[src/rtl/phase_pkg.sv]
// Shared constants, state encoding and period range check for the phase generator.
package phase_pkg;

  localparam int unsigned PHASE_CNT_W          = 32;
  localparam int unsigned PHASE_MAX_PERIOD     = 400000000;
  localparam int unsigned PHASE_DEFAULT_PERIOD = 20000000;

  typedef enum logic [1:0] {
    IDLE = 2'd0,
    HIGH = 2'd1,
    LOW  = 2'd2
  } phase_gen_state_t;

  // True when a requested period lies inside the accepted [lo, hi] window.
  function automatic logic phase_period_ok(
    input logic [PHASE_CNT_W-1:0] p,
    input logic [PHASE_CNT_W-1:0] lo,
    input logic [PHASE_CNT_W-1:0] hi
  );
    return (p >= lo) && (p <= hi);
  endfunction

endpackage

[src/rtl/phase_period_shadow.sv]
// Validates period loads, holds the pending period and copies it into the
// active period on each period start.
module phase_period_shadow
  import phase_pkg::*;
#(
  parameter int unsigned MIN_PERIOD     = 400,
  parameter int unsigned MAX_PERIOD     = PHASE_MAX_PERIOD,
  parameter int unsigned DEFAULT_PERIOD = PHASE_DEFAULT_PERIOD
) (
  input  logic                   clk,
  input  logic                   rst_n,
  input  logic                   i_load,
  input  logic [PHASE_CNT_W-1:0] i_period,
  input  logic                   i_apply,
  output logic [PHASE_CNT_W-1:0] o_period_cur,
  output logic                   o_load_err
);

  logic                   w_valid;
  logic [PHASE_CNT_W-1:0] r_pend_val;
  logic                   r_pend;
  logic [PHASE_CNT_W-1:0] r_period_cur;
  logic                   r_load_err;

  assign w_valid = i_load && phase_period_ok(i_period,
                                             PHASE_CNT_W'(MIN_PERIOD),
                                             PHASE_CNT_W'(MAX_PERIOD));

  // A valid load on the start cycle bypasses the pending register so it
  // governs the period that begins right there.
  always_ff @(posedge clk or negedge rst_n) begin
    if (!rst_n) begin
      r_pend_val   <= '0;
      r_pend       <= 1'b0;
      r_period_cur <= PHASE_CNT_W'(DEFAULT_PERIOD);
      r_load_err   <= 1'b0;
    end else begin
      if (i_load) r_load_err <= !w_valid;
      if (i_apply) begin
        r_pend <= 1'b0;
        if (w_valid)     r_period_cur <= i_period;
        else if (r_pend) r_period_cur <= r_pend_val;
      end else if (w_valid) begin
        r_pend     <= 1'b1;
        r_pend_val <= i_period;
      end
    end
  end

  assign o_period_cur = r_period_cur;
  assign o_load_err   = r_load_err;

endmodule

[src/rtl/phase_generator.sv]
// Programmable periodic pulse source with shadowed period updates.
// Optional external resync input enabled by defining PHASE_GEN_SYNC_EN.
module phase_generator
  import phase_pkg::*;
#(
  parameter int unsigned HIGH_CYCLES    = 200,
  parameter int unsigned MIN_PERIOD     = 400,
  parameter int unsigned MAX_PERIOD     = PHASE_MAX_PERIOD,
  parameter int unsigned DEFAULT_PERIOD = PHASE_DEFAULT_PERIOD
) (
  input  logic                   clk,
  input  logic                   rst_n,
  input  logic                   enable,
`ifdef PHASE_GEN_SYNC_EN
  input  logic                   sync_in,
`endif
  input  logic [PHASE_CNT_W-1:0] period_in,
  input  logic                   period_load,
  output logic                   Phase_out,
  output logic                   Phase_start,
  output logic                   active,
  output logic                   load_err,
  output logic [PHASE_CNT_W-1:0] period_cur
);

  phase_gen_state_t       r_state;
  phase_gen_state_t       w_state_nxt;
  logic [PHASE_CNT_W-1:0] r_cnt;
  logic [PHASE_CNT_W-1:0] w_cnt_nxt;
  logic                   w_start;
  logic                   w_sync_rise;
  logic                   r_phase_out;
  logic                   r_phase_start;
  logic                   r_active;

`ifdef PHASE_GEN_SYNC_EN
  logic [2:0] r_sync;

  // Two-flop synchroniser plus a history flop for rising-edge detection.
  always_ff @(posedge clk or negedge rst_n) begin
    if (!rst_n) r_sync <= '0;
    else        r_sync <= {r_sync[1:0], sync_in};
  end

  assign w_sync_rise = r_sync[1] & ~r_sync[2];
`else
  assign w_sync_rise = 1'b0;
`endif

  phase_period_shadow #(
    .MIN_PERIOD     (MIN_PERIOD),
    .MAX_PERIOD     (MAX_PERIOD),
    .DEFAULT_PERIOD (DEFAULT_PERIOD)
  ) u_shadow (
    .clk          (clk),
    .rst_n        (rst_n),
    .i_load       (period_load),
    .i_period     (period_in),
    .i_apply      (w_start),
    .o_period_cur (period_cur),
    .o_load_err   (load_err)
  );

  always_ff @(posedge clk or negedge rst_n) begin
    if (!rst_n) begin
      r_state       <= IDLE;
      r_cnt         <= '0;
      r_phase_out   <= 1'b0;
      r_phase_start <= 1'b0;
      r_active      <= 1'b0;
    end else begin
      r_state       <= w_state_nxt;
      r_cnt         <= w_cnt_nxt;
      r_phase_out   <= (w_state_nxt == HIGH);
      r_phase_start <= w_start;
      r_active      <= (w_state_nxt != IDLE);
    end
  end

  // Next state; w_start marks every period start (rising edge of the output).
  always_comb begin
    w_state_nxt = r_state;
    w_cnt_nxt   = r_cnt + PHASE_CNT_W'(1);
    w_start     = 1'b0;
    if (!enable) begin
      w_state_nxt = IDLE;
      w_cnt_nxt   = '0;
    end else if (w_sync_rise || (r_state == IDLE)) begin
      w_state_nxt = HIGH;
      w_cnt_nxt   = '0;
      w_start     = 1'b1;
    end else begin
      case (r_state)
        HIGH: begin
          if (r_cnt == PHASE_CNT_W'(HIGH_CYCLES - 1)) w_state_nxt = LOW;
        end
        LOW: begin
          if (r_cnt == period_cur - PHASE_CNT_W'(1)) begin
            w_state_nxt = HIGH;
            w_cnt_nxt   = '0;
            w_start     = 1'b1;
          end
        end
        default: begin
          w_state_nxt = IDLE;
          w_cnt_nxt   = '0;
        end
      endcase
    end
  end

  assign Phase_out   = r_phase_out;
  assign Phase_start = r_phase_start;
  assign active      = r_active;

endmodule
[config.mk]
export PLATFORM = sky130hd
export DESIGN_NAME = phase_generator
export DESIGN_NICKNAME = d
export VERILOG_FILES = /design/src/rtl/phase_pkg.sv /design/src/rtl/phase_period_shadow.sv /design/src/rtl/phase_generator.sv
export SDC_FILE = /design/constraint.sdc
export NUM_CORES = 1
export LEC_CHECK = 0
export ABC_AREA = 0
export ABC_CLOCK_PERIOD_IN_PS = 3950
export CAP_MARGIN = 20
export CORE_UTILIZATION = 32
export DETAILED_ROUTE_END_ITERATION = 7
export GPL_ROUTABILITY_DRIVEN = 0
export PLACE_DENSITY = 0.54
export SYNTH_ARGS = -nofsm -noshare
export SYNTH_HDL_FRONTEND = slang
export SYNTH_SLANG_ARGS = --single-unit
[constraint.sdc]
create_clock -name clk -period 3.95 [get_ports clk]
set_clock_uncertainty 0.1 [all_clocks]
set_input_delay 0.79 -clock clk [delete_from_list [all_inputs] [get_ports clk]]
set_output_delay 0.79 -clock clk [all_outputs]
set_load 0.01 [all_outputs]
; ---- After elaboration in Yosys (flattened, before gate mapping)
; Cells that the tools add are included.
[totals]
regBits = 103
input_bits = 36
[op_classes]
eq_ne = 5
bitwise_logic = 1
reduce_logical = 9
n_lt_le_gt_ge = 2
n_mux = 17
add_sub_neg = 2
[ops]
columns = op, count
row1 = 32-bit 2-to-1 mux, 5
row2 = 32-bit one-hot mux with 2 select lines, 1
row3 = 32-bit by 1-bit adder with 32-bit output (second input constant), 1
row4 = 32-bit equality test, 1
row5 = 32-bit by 8-bit equality test with 1-bit output (second input constant), 1
row6 = 32-bit by 9-bit >= comparator with 1-bit output (second input constant), 1
row7 = 32-bit by 29-bit less-or-equal comparator with 1-bit output (second input constant), 1
row8 = 32-bit by 1-bit subtractor with 32-bit output (second input constant), 1
row9 = 2-bit 2-to-1 mux, 4
row10 = 1-bit 2-to-1 mux, 6
row11 = 2-bit nonzero test, 3
row12 = 2-bit by 1-bit equality test with 1-bit output (second input constant), 2
row13 = 2-bit one-hot mux with 2 select lines, 1
row14 = 2-bit AND reduction, 2
row15 = 2-bit equality test (second input constant), 1
row16 = 1-bit logical AND, 2
row17 = 2-bit zero test, 1
row18 = 1-bit zero test, 1
row19 = 1-bit inverter, 1

; ---- Logic depth before layout (Yosys ltp)
; Gate-level depths: netlist (run 1).
[depth]
depth_word = 8
mapped_depth = 13
ltp_nobuf = 11

; ---- By module
; A second synthesis (run 1) with hierarchy kept.
[hier_totals]
hier_cells = 697
hier_area_um2 = 6687.7
[modules_own_cells]
columns = module, cells_per_inst, seq_area_each_um2, instances, area_per_inst_um2
row1 = phase_generator, 447, 925.9, 1, 3409.5
row2 = phase_period_shadow, 250, 1661.6, 1, 3278.1

; ---- Least setup slack after synthesis (run 1)
; OpenSTA, ideal clock, no wires.
[synth_timing]
kind = reg-to-reg
from = register u_shadow.r_period_cur[0], in the netlist u_shadow.o_period_cur[0]
to = register u_shadow.r_period_cur[25], in the netlist u_shadow.o_period_cur[25]
slack_ns = 0.292
required_time_ns = 3.723
t_arrival_ns = 3.430
path_buffers = 2
synth_period_minus_slack_ns = 3.658
path_stages_with_launch = 14
cell_sequence = dfrtp_1 > inv_1 > ha_1 > nor3b_1 > nand4_1 > nor4_1 > o22ai_1 > or4_4 > a2111oi_4 > a32o_2 > and2b_1 > buf_4 > buf_6 > mux2_1
[synth_via]
elab_chain_cells = 7
[synth_rtl]
columns = element, line
row1 = start: declaration, phase_period_shadow.sv:22  ; logic [PHASE_CNT_W-1:0] r_period_cur;
row2 = start signal: assignment, phase_period_shadow.sv:35  ; r_period_cur <= PHASE_CNT_W'(DEFAULT_PERIOD);
row3 = start signal: assignment, phase_period_shadow.sv:41  ; if (w_valid) r_period_cur <= i_period;
row4 = start signal: assignment, phase_period_shadow.sv:42  ; else if (r_pend) r_period_cur <= r_pend_val;
row5 = 32-bit by 1-bit subtractor with 32-bit output, phase_generator.sv:98  ; if (r_cnt == period_cur - PHASE_CNT_W'(1)) begin
row6 = 32-bit equality test, phase_generator.sv:98
row7 = 1-bit 2-to-1 mux, phase_generator.sv:98
row8 = 1-bit 2-to-1 mux, phase_generator.sv:93  ; case (r_state)
row9 = 1-bit 2-to-1 mux, phase_generator.sv:88  ; end else if (w_sync_rise || (r_state == IDLE)) begin
row10 = 1-bit 2-to-1 mux, phase_generator.sv:85  ; if (!enable) begin
row11 = named net u_shadow.i_apply, phase_period_shadow.sv:14  ; input logic i_apply,
row12 = 2-bit AND reduction (no line), n/a
; The timed path passes the listed nets, and every way through them passes these cells.
; A chain may end at the register's enable or synchronous reset.

; ---- Final worst setup path (run 1)
[layout_timing]
from = register u_shadow.r_period_cur[1], in the netlist u_shadow.o_period_cur[1]
to = register u_shadow.r_pend_val[15]
[layout_via]
elab_chain_cells = 8
[layout_rtl]
columns = element, line
row1 = 32-bit by 1-bit subtractor with 32-bit output, phase_generator.sv:98
row2 = 32-bit equality test, phase_generator.sv:98
row3 = 1-bit 2-to-1 mux, phase_generator.sv:98
row4 = 1-bit 2-to-1 mux, phase_generator.sv:93
row5 = 1-bit 2-to-1 mux, phase_generator.sv:88
row6 = 1-bit 2-to-1 mux, phase_generator.sv:85
row7 = named net u_shadow.i_apply, phase_period_shadow.sv:14
row8 = 1-bit inverter (no line), n/a
row9 = 2-bit AND reduction (no line), n/a
row10 = end signal: assignment, phase_period_shadow.sv:45  ; r_pend_val <= i_period;
row11 = end: declaration, phase_period_shadow.sv:20  ; logic [PHASE_CNT_W-1:0] r_pend_val;
; The timed path passes the listed nets, and every way through them passes these cells.

==> key figures, run 1 <==
Layout
  – Design area: 7610 um^2
  – Layout area overhead: 27.4%
  – Commonest non-fill, non-tap cell in the layout: dfrtp_1
  – Filler cells: 1,767
  – Number of diodes: 0
  – Most frequent cells in the layout: dfrtp_1, clkdlybuf4s50_1, nor2_1
  – Layout cells sized above 1: 17.9%
  – Nets: 705
  – Storage element area: 2590 um^2
  – Area of the multi-input gates: 3220 um^2

Synthesis
  – Compound-Gate Fraction of Synth Area: 6.54%
  – Leading area contributor after synthesis: dfrtp_1
  – Largest family of logic cells by synthesized area: simple AND/OR/NAND/NOR gates
  – Synth Area in XOR/XNOR: 9.83%
  – Syn Inst Count: 567
  – Top-area cell type share of the netlist area: 39.8%
  – Post-Synth Simple-Gate Area: 19.0%
  – Post-synthesis sequential area ratio: 43.3%
  – YS warnings: 0
  – Synth area leaders: dfrtp_1, mux2_1, mux2_2
  – Number of synthesized register bits: 103
  – EDFF count, synth: 0
  – Mux cell area share after synthesis: 16.6%
  – Syn nets: 608
  – Syn_area_per_cell: 10.5 um^2
  – Post-Synthesis Cell Area: 5970 um^2
  – Distinct cells, synth: 63
  – Post-Synth Adder-Cell Area: 1.05%
  – Ys flop type: dfrtp_1
  – Post-synth ARST share: 100%

Routing
  – Number of remaining DRC errors: 0
  – Drt wl/cell: 18.1 um
  – Post-DRT Antenna Nets: 0
  – Drt via density: 5.21
  – Iter 0 DRT Violations: 275
  – Vias: 4,683
  – DRT Wirelength: 16.3 mm
  – Iteration count of the initial detailed-routing pass: 4

GRT
  – GR Util met1: 23.5%
  – Busiest grt layer: met2
  – Largest net degree at the start of global routing: 58
  – Met2 Use GR: 27.5%
  – Tot GR Track Use: 17.4%
  – Met3 Track Usage GR: 2.21%
  – Vias in the first global route: 4,745
  – Antenna violations before repair: 0
  – Total grt overflow: 0
  – First-pass GRT wire length: 25.9 mm

Timing
  – Finish-stage setup viols: 0
  – Crit path time final: 3850 ps
  – FMAX: 260 MHz
  – Worst setup margin: 97.8 ps
  – Worst Tran Pin Value: 761 ps
  – Endpoints failing hold: 0
  – Worst hold slack: 376 ps
  – Slew Limit Headroom: 49.3%
  – Slew Limit Fails: 0
  – Fin crit share: 97.5%

Clocking
  – Clock-pin slew on the worst setup and hold paths: 70 ps
  – Num CTS Buffers: 9
  – Root Buffer: clkbuf_16
  – CTS tree: done
  – Clock Path Buffers: 2
  – Clock Sink Count: 103
  – CTS H-tree depth: 3
  – Clk_lat worst skew: 370 ps

Critical path
  – Slowest cell delay on critical path: 580 ps
  – Kind of critical path: flop to flop
  – Worst Path Arrival: 4000 ps
  – Startpoint types: flop
  – Largest fanout on the critical path: 14
  – CP Buf/Inv Count: 1
  – Worst R2R Start: u_shadow.o_period_cur[1]$_DFFE_PN0P_
  – Flop2flop setup slack: 100 ps
  – CP delay by family, top: simple AND/OR/NAND/NOR gates
  – Reg-to-reg endpoint: u_shadow.r_pend_val[15]$_DFFE_PN0P_
  – CP cell instances: or4_1, nor2_1, mux2i_1, o221ai_2, or4_4, a2111oi_4, a32o_2, nand2b_2, clkbuf_16, mux2_1
  – WP data required: 4090 ps
  – Crit path depth: 10
  – CP Capture Point: u_shadow.r_pend_val[15]$_DFFE_PN0P_
  – Crit path from: u_shadow.o_period_cur[1]$_DFFE_PN0P_
  – R2r worst-path depth: 10
  – Crit. End Element: flop
  – Slowest CP cell: or4_1

Floorplanning
  – Floorplan Core Area: 18,100 um^2
  – Total Die Area: 19,200 um^2
  – DIE HEIGHT: 139 um
  – # IOs: 72
  – Die Width: 139 um
  – Starting Density: 32.9%
  – Rows: 49

Power and ir drop
  – P_sw: 0.00157 W
  – Fraction of power consumed by combinational cells: 42.3%
  – PwrDens: 573 nW/um^2
  – VDD IR max: 238 uV
  – Clock share of power: 21.6%
  – Sw Share: 36.0%
  – Int Power: 0.00279 W
  – Share of power burned in registers: 36.1%
  – Lkg Pwr: 3.07 nW

Placed design
  – Dpl cell area: 7130 um^2
  – Pre-CTS setup slack: 43.3 ps
  – Dpl hpwl: 11.8 mm
  – IO buf count: 71

Run
  – Max-Cap Viols: 0

Status
  – Status: finished clean

Worst hold path
  – Min-delay worst type: input pin to asynchronous set/reset pin
[worst min path at each step]
| stage | endpoint | start | cells past startpoint | slack (ps) |
|---|---|---|---|---|
| CTS | u_shadow.o_period_cur[29]$_DFFE_PN0P_ | u_shadow.r_pend_val[29]$_DFFE_PN0P_ | 1 | 390 |
| detailed placement | u_shadow.o_period_cur[29]$_DFFE_PN0P_ | u_shadow.r_pend_val[29]$_DFFE_PN0P_ | 1 | 370 |
| global placement | u_shadow.r_pend_val[4]$_DFFE_PN0P_ | u_shadow.r_pend_val[4]$_DFFE_PN0P_ | 1 | 370 |
| finish | Phase_out$_DFF_PN0_ | rst_n | 1 | 380 |
| floorplan | u_shadow.o_period_cur[29]$_DFFE_PN0P_ | u_shadow.r_pend_val[29]$_DFFE_PN0P_ | 1 | 350 |
| global route | u_shadow.r_pend_val[27]$_DFFE_PN0P_ | u_shadow.r_pend_val[27]$_DFFE_PN0P_ | 1 | 410 |
[per-layer routing]
metal | wire length, um | share of wire (%)
met1 | 7630 | 47
met3 | 392 | 2.4
met2 | 7710 | 47
met5 | 0 | 0
met4 | 538 | 3.3
[cells in the mapped netlist (5+ instances only)]
cell type  count
mux2_2        30
or4_1          9
nand4_1       15
nor2_1        60
xor2_1        33
buf_2          5
nand3_1       22
and2_1         5
and3_1        10
nor4_1        22
a21oi_1        6
xnor2_1       34
buf_6          6
clkbuf_1      16
inv_1         13
ha_1           5
mux2i_1        9
nor2b_1        6
dfstp_2        8
dfrtp_1       95
o21ai_0       10
nor3_1        14
nand2_1       20
o31ai_1        5
mux2_1        50
[logic make-up (layout without fill, tap and decap cells)]
| kind of cell | after synthesis | count (layout) |
|---|---|---|
| and+or+nand+nor | 211 | 211 |
| DFF | 103 | 103 |
| muxes | 89 | 89 |
| xor gates and xnor gates | 67 | 67 |
| AOI/OAI and AO/OA | 50 | 50 |
| buffers and inverters | 42 | 144 |
| adders and majority gates | 5 | 5 |
[per-stage QoR]
step | cells | setup TNS [ps] | utilization, % | power, W
floorplan | 567 | 0 | - | 0.00253
global placement | 873 | 0 | 39.3 | 0.00335
detailed placement | 873 | 0 | 39.3 | 0.00339
CTS | 889 | 0 | 41.0 | 0.00434
global route | 898 | -911 | 41.9 | 0.00461
finish | 898 | 0 | 41.9 | 0.00436
[power groups by stage]
stage	logic (W)	clock network [W]	registers (W)
4_1_cts	0.00182	0.000964	0.00157
5_1_grt	0.00200	0.00100	0.00161
2_1_floorplan	0.000925	0	0.00161
3_5_place_dp	0.00180	0	0.00159
6_report	0.00184	0.000942	0.00157
3_3_place_gp	0.00178	0	0.00157
[area by class of cell]
class	count	area share [%]
repair buffers	115	15.2
multi-input cells	422	42.4
well taps	229	3.77
clock inverters	6	0.987
flip-flops and latches	103	34.0
clock buffers	10	3.01
inverters	13	0.641
[repair_timing]
action                                  4_1_cts  5_1_grt
endpoints found under the setup margin        0       53
hold buffers                                  0        0
setup buffers                                 0        6
gates resized for setup                       0       11
[sequential cells by signal, summed over array words and instances, names as in the netlist]
name                   count
r_cnt                     32
u_shadow.o_period_cur     32
u_shadow.r_pend_val       32
r_state                    2
Phase_out                  1
Phase_start                1
active                     1
u_shadow.o_load_err        1
u_shadow.r_pend            1
No activity file was read; power rests on OpenSTA's default activity.
==> inputs of run 2 (changes only) <==
--- a/config.mk
+++ b/config.mk
@@ -8,10 +8,10 @@
 export ABC_AREA = 0
 export ABC_CLOCK_PERIOD_IN_PS = 3950
 export CAP_MARGIN = 20
-export CORE_UTILIZATION = 32
+export CORE_UTILIZATION = 56
 export DETAILED_ROUTE_END_ITERATION = 7
 export GPL_ROUTABILITY_DRIVEN = 0
-export PLACE_DENSITY = 0.54
+export PLACE_DENSITY = 0.83
 export SYNTH_ARGS = -nofsm -noshare
 export SYNTH_HDL_FRONTEND = slang
 export SYNTH_SLANG_ARGS = --single-unit
==> run 2 against run 1 <==
  * Via count is 3.5% higher
  * Critical path depth is 1 higher
  * Clock power is 30% lower
  * Sequential power hardly changed
==> key figures, run 2 (synthesized netlist as in run 1, its figures left out) <==
Status
  – Status: finished clean

Floorplanning
  – Rows: 37
  – # IOs: 72
  – DIE HEIGHT: 105 um
  – Starting Density: 57.8%
  – Die Width: 105 um
  – Total Die Area: 11,100 um^2
  – Floorplan Core Area: 10,300 um^2

Layout
  – Nets: 698
  – Most frequent cells in the layout: dfrtp_1, clkdlybuf4s50_1, nor2_1
  – Number of diodes: 0
  – Layout area overhead: 21.1%
  – Filler cells: 709
  – Layout cells sized above 1: 16.6%
  – Final std cells w/o fill: 798
  – Commonest non-fill, non-tap cell in the layout: dfrtp_1

GRT
  – Total grt overflow: 0
  – Largest net degree at the start of global routing: 48
  – Tot GR Track Use: 27.9%
  – First-pass GRT wire length: 24.3 mm
  – Vias in the first global route: 4,836
  – Antenna violations before repair: 0

Worst hold path
  – Min-delay worst type: input pin to asynchronous set/reset pin

Placed design
  – Placed insts: 779
  – IO buf count: 71
  – Dpl hpwl: 11.0 mm

Clocking
  – Root Buffer: clkbuf_8
  – CTS H-tree depth: 3
  – Clock Path Buffers: 2
  – Clock Sink Count: 103
  – CTS tree: done
  – Clock-pin slew on the worst setup and hold paths: 100 ps
  – Num CTS Buffers: 9
  – Clk_lat worst skew: 370 ps

Power and ir drop
  – Sw Share: 38.1%
  – Fraction of power consumed by combinational cells: 45.5%
  – Int Power: 0.00251 W
  – P_sw: 0.00154 W
  – PwrDens: 561 nW/um^2
  – VDD IR max: 333 uV
  – Share of power burned in registers: 38.3%
  – Clock share of power: 16.2%
  – Lkg Pwr: 2.96 nW

Timing
  – Slew Limit Headroom: 59.4%
  – Crit path time final: 3830 ps
  – Worst Tran Pin Value: 603 ps
  – Slew Limit Fails: 0
  – Setup TNS: 0 ps
  – Fin crit share: 96.9%
  – Finish-stage setup viols: 0
  – RSZ-0062 raised after global routing: no
  – Endpoints failing hold: 0
  – FMAX: 261 MHz

Routing
  – Iteration count of the initial detailed-routing pass: 5
  – Drt wl/cell: 18.7 um
  – Number of remaining DRC errors: 0
  – Drt via density: 6.08
  – Vias: 4,848
  – DRT Wirelength: 15.0 mm
  – Post-DRT Antenna Nets: 0
  – Iter 0 DRT Violations: 255

Critical path
  – Largest fanout on the critical path: 12
  – Startpoint types: flop
  – WP data required: 4100 ps
  – Worst Path Arrival: 3980 ps
  – Crit. End Element: flop
  – Kind of critical path: flop to flop
  – Worst R2R Start: u_shadow.o_period_cur[1]$_DFFE_PN0P_
  – Slowest cell delay on critical path: 590 ps
  – Slowest CP cell: or4_1
  – R2r worst-path depth: 11
  – Flop2flop setup slack: 120 ps
  – Reg-to-reg endpoint: u_shadow.o_period_cur[12]$_DFFE_PN0P_
  – CP cell instances: or4_1, buf_4, nor3_1, a32o_1, o22ai_1, or4_4, a2111oi_4, a32o_2, and2b_1, buf_6, mux2_1

Run
  – Max-Cap Viols: 0
-- run 2: cell count changes in the layout (fill, tap and decap cells not counted), sizes merged --
cell	delta
clkinv	+2
clkbuf	-3
buf	-4
bufinv	-1
clkinvlp	-1
-- run 2: timing repair --
item / 4_1_cts / 5_1_grt
buffers inserted: 0 / 3
hold buffers: 0 / 0
resized for setup: 0 / 6
setup endpoints to repair: 0 / 57
-- run 2: worst max path at each step --
stage | startpoint | endpoint | slack, ps
2_1_floorplan | u_shadow.o_period_cur[0]$_DFFE_PN0P_ | u_shadow.o_period_cur[25]$_DFFE_PN0P_ | 290
3_3_place_gp | period_in[12] | u_shadow.o_period_cur[9]$_DFFE_PN0P_ | 90
3_5_place_dp | period_in[12] | u_shadow.o_period_cur[9]$_DFFE_PN0P_ | 60
4_1_cts | u_shadow.o_period_cur[0]$_DFFE_PN0P_ | u_shadow.o_period_cur[12]$_DFFE_PN0P_ | 90
5_1_grt | u_shadow.o_period_cur[0]$_DFFE_PN0P_ | u_shadow.o_period_cur[12]$_DFFE_PN0P_ | 10
6_report | u_shadow.o_period_cur[1]$_DFFE_PN0P_ | u_shadow.o_period_cur[12]$_DFFE_PN0P_ | 120
-- run 2: worst max-delay path: cells and delay by family, from the launching register on --
kind | cells | cell delay [ps]
muxes | 1 | 340
and+or+nand+nor | 4 | 1610
AOI/OAI and AO/OA | 4 | 850
buffers and inverters | 2 | 360
DFF | 1 | 450
-- run 2: per-stage QoR --
stage | hold WS (ps) | worst slack, ps | util [%] | total power (W) | instance area, um^2
final | 313 | 124 | 70.1 | 0.00406 | 7230
after global routing | 353 | 12.0 | 70.1 | 0.00426 | 7230
after CTS | 335 | 86.7 | 69.5 | 0.00401 | 7180
after detailed placement | 363 | 57.8 | 67.7 | 0.00335 | 6990
after global placement | 363 | 87.3 | 67.7 | 0.00327 | 6990
after floorplan | 348 | 292 | - | 0.00253 | 5970
-- run 2: final cells by class --
class                   instances  area (um^2)  area share (%)
clock buffers                  10          128            1.76
clock inverters                 6         62.6           0.865
inverters                      13         48.8           0.675
multi-input cells             422         3210            44.4
flip-flops and latches        103         2590            35.8
well taps                     136          170            2.35
repair buffers                108         1030            14.2
-- run 2: layer usage --
| metal | vias up | GRT usage, % | wire length [um] |
|---|---|---|---|
| li1 | 2219 | - | - |
| met1 | 2364 | 37.3 | 6210 |
| met2 | 224 | 46.8 | 7400 |
| met3 | 41 | 4.14 | 995 |
| met4 | 0 | 8.65 | 354 |
| met5 | - | 0 | 0 |
-- run 2: power groups by stage --
| stage | Sequential [W] | Clock (W) | Combinational, W |
|---|---|---|---|
| after detailed placement | 0.00156 | 0 | 0.00179 |
| after global placement | 0.00154 | 0 | 0.00173 |
| after global routing | 0.00159 | 0.000710 | 0.00197 |
| after floorplan | 0.00161 | 0 | 0.000925 |
| after CTS | 0.00154 | 0.000668 | 0.00180 |
| final | 0.00155 | 0.000659 | 0.00185 |
==> inputs of run 3 (changes only) <==
--- a/config.mk
+++ b/config.mk
@@ -9,8 +9,10 @@
 export ABC_CLOCK_PERIOD_IN_PS = 3950
 export CAP_MARGIN = 20
 export CORE_UTILIZATION = 56
+export CTS_CLUSTER_DIAMETER = 120
 export DETAILED_ROUTE_END_ITERATION = 7
 export GPL_ROUTABILITY_DRIVEN = 0
+export GPL_TIMING_DRIVEN = 0
 export PLACE_DENSITY = 0.83
 export SYNTH_ARGS = -nofsm -noshare
 export SYNTH_HDL_FRONTEND = slang
==> run 3 against run 2 <==
  * Worst setup slack lost 110 ps
  * Core utilization up 1.3 points
  * Via count is 0.41% lower
  * Critical path depth up 2
  * Cell count increased by 1.3%
  * Sequential share of layout area down 0.58 points
  * Fmax is 2.8% lower
  * Flip-flop and latch count stayed put
  * Largest power group unchanged
==> key figures, run 3 (synthesized netlist as in run 1, its figures left out) <==
Placed design
  – Placed insts: 775
  – IO buf count: 71
  – Pre-CTS setup slack: -377 ps
  – Dpl hpwl: 10.7 mm

Timing
  – Finish-stage setup viols: 0
  – Endpoints failing hold: 0
  – FMAX: 254 MHz
  – Setup TNS: 0 ps
  – Worst Tran Pin Value: 674 ps
  – Slew Limit Headroom: 55.1%
  – Crit path time final: 3940 ps
  – Slew Limit Fails: 0
  – Worst setup margin: 12.7 ps
  – Fin crit share: 99.7%

Floorplanning
  – Starting Density: 57.8%
  – Die Width: 105 um
  – Floorplan Core Area: 10,300 um^2
  – # IOs: 72
  – Total Die Area: 11,100 um^2
  – Rows: 37
  – DIE HEIGHT: 105 um

GRT
  – Antenna violations before repair: 0
  – First-pass GRT wire length: 24.0 mm
  – Total grt overflow: 0
  – Largest net degree at the start of global routing: 66
  – Vias in the first global route: 4,676
  – Tot GR Track Use: 28.0%

Routing
  – Post-DRT Antenna Nets: 0
  – Iteration count of the initial detailed-routing pass: 5
  – DRT Wirelength: 15.3 mm
  – Iter 0 DRT Violations: 400
  – Number of remaining DRC errors: 0
  – Vias: 4,828
  – Drt wl/cell: 18.9 um
  – Drt via density: 5.98

Layout
  – Number of diodes: 0
  – Layout cells sized above 1: 17.7%
  – Commonest non-fill, non-tap cell in the layout: dfrtp_1
  – Filler cells: 731
  – Layout area overhead: 23.3%
  – Post-layout utilization of the core: 71.3%
  – Nets: 708
  – Most frequent cells in the layout: dfrtp_1, clkdlybuf4s50_1, nor2_1
  – Final std cells w/o fill: 808

Worst hold path
  – Min-delay worst type: input pin to asynchronous set/reset pin

Critical path
  – Startpoint types: flop
  – Kind of critical path: flop to flop
  – Crit. End Element: flop
  – Largest fanout on the critical path: 10
  – Worst Path Arrival: 4110 ps
  – WP data required: 4120 ps
  – CP cell instances: buf_4, nor4_2, nand4_1, buf_4, nor3_1, o221ai_2, or4_4, a2111oi_4, a32o_2, and2b_1, buf_6, buf_12, mux2_1
  – Cell mode on critical path: buf_4
  – CP Buf/Inv Count: 4
  – Slowest CP cell: or4_4
  – CP delay by family, top: simple AND/OR/NAND/NOR gates
  – Slowest cell delay on critical path: 560 ps

Status
  – Status: finished clean

Power and ir drop
  – Share of power burned in registers: 40.9%
  – VDD IR max: 462 uV
  – PwrDens: 549 nW/um^2
  – Sw Share: 38.1%
  – Clock share of power: 16.0%
  – Fraction of power consumed by combinational cells: 43.2%
  – Int Power: 0.00251 W
  – Lkg Pwr: 2.98 nW
  – Overall power: 0.00405 W
  – P_sw: 0.00154 W

Clocking
  – CTS tree: done
  – CTS Hold Bufs: 0
  – Clock Path Buffers: 2
  – Clock-pin slew on the worst setup and hold paths: 100 ps
  – Num CTS Buffers: 9
  – Clk_lat worst skew: 400 ps
  – Root Buffer: clkbuf_8
  – CTS H-tree depth: 3
  – Clock Sink Count: 103

Run
  – Max-Cap Viols: 0
run 3: path summary, 6_finish.rpt:
| check | cells after the start | from | slack [ps] | end |
|---|---|---|---|---|
| worst max-delay path | 13 | u_shadow.o_period_cur[2]$_DFFE_PN0P_ | 10 | u_shadow.o_period_cur[17]$_DFFE_PN0P_ |
| worst min-delay path | 1 | rst_n | 270 | r_cnt[4]$_DFF_PN0_ |
| worst max register to register | 13 | u_shadow.o_period_cur[2]$_DFFE_PN0P_ | 10 | u_shadow.o_period_cur[17]$_DFFE_PN0P_ |
| worst min register to register | 1 | u_shadow.r_pend_val[30]$_DFFE_PN0P_ | 400 | u_shadow.o_period_cur[30]$_DFFE_PN0P_ |
| max in group asynchronous | 2 | rst_n | 2720 | u_shadow.o_period_cur[24]$_DFFE_PN1P_ |
| min in group clk | 1 | u_shadow.r_pend_val[30]$_DFFE_PN0P_ | 400 | u_shadow.o_period_cur[30]$_DFFE_PN0P_ |
run 3: final cells by class:
type	instances	area, um^2	area share (%)
Multi-Input combinational cell	422	3270	44.4
Inverter	13	48.8	0.662
Sequential cell	103	2590	35.2
Tap cell	136	170	2.31
Clock inverter	5	38.8	0.527
Buffer	28	213	2.89
Clock buffer	11	141	1.92
Timing Repair Buffer	90	888	12.1
run 3: repair_timing:
action                                  CTS  global route
gates cloned                              0             1
pin swaps                                 2             5
resized for setup                         5            38
endpoints found under the setup margin   97            88
setup buffers                             4            13
run 3: power by group through the flow:
stage	clock network [W]	logic, W	registers, W
finish	0.000646	0.00175	0.00165
floorplan	0	0.000925	0.00161
global placement	0	0.00149	0.00162
CTS	0.000652	0.00158	0.00162
detailed placement	0	0.00155	0.00164
global route	0.000689	0.00188	0.00168
run 3: through the flow:
stage | area (um^2) | hold slack, ps
floorplan | 5970 | 348
global placement | 6850 | 363
detailed placement | 6880 | 371
CTS | 7120 | 273
global route | 7370 | 319
finish | 7370 | 266
run 3: routing by layer:
layer / track usage [%] / vias up / share of wire [%]
met1: 37.3 / 2393 / 43
met2: 46.8 / 172 / 50
met3: 3.59 / 25 / 5.4
met5: 0 / - / 0
met4: 10.4 / 0 / 2.1
li1: - / 2238 / -
